--- src/rtl/serial_adder.sv ---
// Bit-serial WIDTH-bit adder: one fa_vr step per clock, LSB first, with a
// start/busy/done handshake and a result register that only updates on completion.

module fa_vr (
    output logic sum,
    output logic carry,
    input  logic a,
    input  logic b,
    input  logic c_in
);
    assign sum   = a ^ b ^ c_in;
    assign carry = (a & b) | (c_in & (a ^ b));
endmodule

module serial_adder #(
    parameter int WIDTH = 8
) (
    input  logic             clk,
    input  logic             rst_n,
    input  logic             start,
    input  logic [WIDTH-1:0] a,
    input  logic [WIDTH-1:0] b,
    input  logic             c_in,
    output logic             busy,
    output logic             done,
    output logic [WIDTH-1:0] sum,
    output logic             c_out
);
    localparam int CNT_W = $clog2(WIDTH);

    typedef enum logic [1:0] {
        IDLE  = 2'd0,
        SHIFT = 2'd1,
        DONE  = 2'd2
    } state_t;

    state_t           state;
    state_t           next_state;
    logic             accept;
    logic             last_bit;
    logic [WIDTH-1:0] sh_a;
    logic [WIDTH-1:0] sh_b;
    // Only WIDTH-1 partial sum bits are stored; the final bit goes straight into sum.
    logic [WIDTH-2:0] sh_s;
    logic             carry;
    logic [CNT_W-1:0] cnt;
    logic             fa_sum;
    logic             fa_carry;
    logic [WIDTH-1:0] s_next;

    fa_vr u_fa (fa_sum, fa_carry, sh_a[0], sh_b[0], carry);

    assign s_next   = {fa_sum, sh_s};
    assign last_bit = (cnt == CNT_W'(WIDTH - 1));

    always_ff @(posedge clk or negedge rst_n) begin
        if (!rst_n) begin
            state <= IDLE;
        end else begin
            state <= next_state;
        end
    end

    always_comb begin
        next_state = state;
        busy       = 1'b0;
        done       = 1'b0;
        accept     = 1'b0;
        case (state)
            IDLE: begin
                if (start) begin
                    accept     = 1'b1;
                    next_state = SHIFT;
                end
            end
            SHIFT: begin
                busy = 1'b1;
                if (last_bit) begin
                    next_state = DONE;
                end
            end
            DONE: begin
                done = 1'b1;
                if (start) begin
                    accept     = 1'b1;
                    next_state = SHIFT;
                end else begin
                    next_state = IDLE;
                end
            end
            default: next_state = IDLE;
        endcase
    end

    always_ff @(posedge clk or negedge rst_n) begin
        if (!rst_n) begin
            sh_a  <= '0;
            sh_b  <= '0;
            sh_s  <= '0;
            carry <= 1'b0;
            cnt   <= '0;
            sum   <= '0;
            c_out <= 1'b0;
        end else if (accept) begin
            sh_a  <= a;
            sh_b  <= b;
            carry <= c_in;
            cnt   <= '0;
        end else if (state == SHIFT) begin
            sh_a  <= {1'b0, sh_a[WIDTH-1:1]};
            sh_b  <= {1'b0, sh_b[WIDTH-1:1]};
            sh_s  <= s_next[WIDTH-1:1];
            carry <= fa_carry;
            cnt   <= cnt + CNT_W'(1);
            if (last_bit) begin
                sum   <= s_next;
                c_out <= fa_carry;
            end
        end
    end
endmodule

--- config.mk ---
export PLATFORM = sky130hd
export DESIGN_NAME = serial_adder
export DESIGN_NICKNAME = d
export VERILOG_FILES = /design/src/rtl/serial_adder.sv
export SDC_FILE = /design/constraint.sdc
export NUM_CORES = 1
export LEC_CHECK = 0
export ABC_AREA = 1
export BUFFER_PORTS_ARGS = -buffer_cell sky130_fd_sc_hd__buf_2
export CORE_MARGIN = 1.5
export CORE_UTILIZATION = 49
export DETAILED_ROUTE_END_ITERATION = 16
export PLACE_DENSITY = 0.74
export SLEW_MARGIN = 30
export SYNTH_ARGS = -nofsm -noshare
export SYNTH_HDL_FRONTEND = slang
export SYNTH_SLANG_ARGS = --single-unit
--- constraint.sdc ---
create_clock -name clk -period 1.2 [get_ports clk]
set_input_delay 0.06 -clock clk [delete_from_list [all_inputs] [get_ports clk]]
set_output_delay 0.06 -clock clk [all_outputs]
set_load 0.02 [all_outputs]
==> flow_metrics.tcl <==
set metrics [dict create \
    status "complete, but fails checks" \
    violations "negative setup slack" \
    fin_crit_ns 1.26 \
    post-place-ws_ns 0.00487 \
    synth_common_cells "nand2_1, dfrtp_1, inv_1" \
    synth_nets 238 \
    drc 0 \
    grt_max_degree 22 \
    grt_antenna_before_repair 0 \
    dpl.hpwl_um 2220 \
    overflow 0 \
    cp_common_cell "buf_6" \
    first_global_vias 1513 \
    gp_congestion 0.796 \
    r2r_cells 6 \
    routed_wl_um 4050 \
    ir_drop_uv 1190 \
    ys.flop_type "dfrtp_1" \
    gr-usage-met1 0.263 \
    met3_usage 0.0595 \
    ys_seq_area_frac 0.548 \
    ios 31 \
    cts_sinks 38 \
    finalSetupViolCount 12 \
    synth_seq_cells 38 \
    rsz0062_at_grt "yes" \
    critical_path_arrival_ns 1.20 \
    synthMostInstantiatedCell "nand2_1" \
    synth_warnings 0 \
    worstReg2RegStart "state[0]" \
    place_inst 296 \
    synth_top_area_share 0.548 \
    required_ns 1.14 \
    areaGrowthSynthToFinish_pct 42.0 \
    die_w_um 62.5 \
    die_h_um 62.5 \
    cts_tree "done" \
    final_layout_size_suffix_gt1_frac 0.295 \
    leakage_nw 1.36 \
    insertion_delay_ns 0.34 \
    wl_per_cell_um 12.4 \
    syn_avg_cell_area_um2 8.07 \
    crit_type "flop to output pin" \
    final_hold_viol_count 0 \
    clkTransAtPathRegs_ns 0.12 \
    total_power_mw 6.29 \
    synth_area_leaders "dfrtp_1, nand2_1, nand3_1" \
    slew_headroom 0.708 \
    start_util 0.516 \
    crit_path_end_kind "output pin" \
    yosys.area.top_type "dfrtp_1" \
    core_um2 3360 \
    crit_family "flip-flops" \
    cpPeakStageDelay_ns 0.46 \
    hold_end "sh_b[2]" \
    max_cap_viol_count 0 \
    p_per_area_nw_per_um2 2560 \
    htree_num_levels 2 \
    detail-route-antenna-nets 0 \
    path_cells "inv_2 -> nor2_4 -> buf_6 -> buf_6" \
    synth_area_um2 1730 \
    clock_skew_ns 0.00782 \
    stdcell_count 327 \
    track_usage 0.225 \
    avgViaCountPerCell 4.79 \
    grt_pass1_wl_um 6770 \
    globalRouteMet2Util 0.387 \
    rr_endpoint "sh_a[1]" \
    cts_buffers 5 \
    via_count 1567 \
    syn-instance-count 215 \
    regToRegSetupSlack_ns -0.04 \
    synth-async-reset-ratio 1.00 \
    cpMaxStageDelayCell "dfrtp_1" \
    cts.path.max_buffers 2 \
    whs_path_depth 5 \
    setup_ws_ns -0.0558 \
    cts_root_buffer "clkbuf_4" \
    insertedDiodeCount 0 \
    fmax_mhz 796 \
    final.setup.tns_ns -0.243 \
    port_buffers 30 \
    grt_most_used_layer "met2" \
    holdCritStartpoint "b[2]" \
    worst_pin_slew_ns 0.438 \
    dieArea_um2 3910 \
    critical_path.startpoint_type "flop" \
    finalMaxSlewViolations 0 \
    synth_edf_count 0 \
    synth_cell_types 17 \
    hp-class "input port to flop" \
    drt-pass1-iter-count 5 \
    path_max_fanout 4 \
    row_count 21 \
    timing.critical_path.buf_inv 3 \
    fin_nets 303 \
    first_iter_violations 114 \
    finalCritPeriodShare 1.05 \
]
==> power by group <==
group          internal [mW]  switching (mW)  leakage, nW
Combinational           1.45            1.75        0.837
Sequential              1.88           0.364        0.476
Clock                  0.432           0.425       0.0450
==> sequential cells by signal, indices dropped and copies added (netlist names) <==
register	cells
c_out	1
sh_s	7
state	2
cnt	3
carry	1
sh_b	8
sh_a	8
sum	8
==> logic make-up after synthesis <==
| logic type | after synthesis | synth area share |
|---|---|---|
| compound gates | 17 | 0.0491 |
| fa+ha+maj | 3 | 0.0260 |
| buf+inv | 39 | 0.0924 |
| flops | 38 | 0.548 |
| simple gates | 118 | 0.284 |
==> layer usage <==
layer	vias up	routed length [um]
met1	730	1710
li1	788	-
met2	43	2120
met5	-	0
met3	6	153
met4	0	59
==> worst min-delay path, cell delays in order <==
cell     delay [ns]
buf_2          0.07
inv_1          0.03
nand3_1        0.05
nand3_1        0.07
nand2_1        0.05
==> cells in the final DEF, fill, tap and decap left out, drive strengths merged <==
cell type / Yosys / routed
dfrtp: 38 / 38
clkinv: 0 / 2
nand2: 92 / 92
a21oi: 1 / 1
o21ai: 16 / 16
dlygate4sd3: 0 / 11
clkbuf: 0 / 6
bufinv: 0 / 1
ha: 2 / 2
buf: 7 / 53
nor2: 4 / 4
inv: 32 / 32
fa: 1 / 1
nand3: 22 / 22
==> layout make-up <==
type,instances,area [um^2]
Clock inverter,3,40.0
Inverter,32,128
Sequential cell,38,951
Timing Repair Buffer,65,543
Tap cell,46,57.6
Fill cell,257,901
Multi-Input combinational cell,138,706
Clock buffer,5,37.5
==> metrics by stage <==
stage / hold slack, ns / utilization / area (um^2)
3_3_place_gp: 0.0242 / 0.609 / 2050
6_report: 0.0246 / 0.732 / 2460
2_1_floorplan: -0.236 / - / 1740
4_1_cts: 0.00280 / 0.699 / 2350
3_5_place_dp: 0.0260 / 0.609 / 2050
5_1_grt: 0.0375 / 0.732 / 2460
==> worst max path at each step <==
stage,from,end,slack (ns),cells after the start
floorplan,cnt[0],sum[6],0.003,6
global placement,cnt[0],sum[7],0.03,6
detailed placement,carry,sh_s[6],0.005,3
CTS,state[0],busy,-0.05,4
global route,state[1],done,-0.13,4
finish,state[0],busy,-0.06,4
==> repair_timing <==
item | 4_1_cts | 5_1_grt
hold buffers | 11 | 0
cloned | 0 | 1
resized for setup | 13 | 18
buffers inserted | 10 | 1
hold endpoints to repair | 48 | 0
setup endpoints to repair | 6 | 38
pin swaps | 0 | 6
Power figures use the tool's default switching activity.
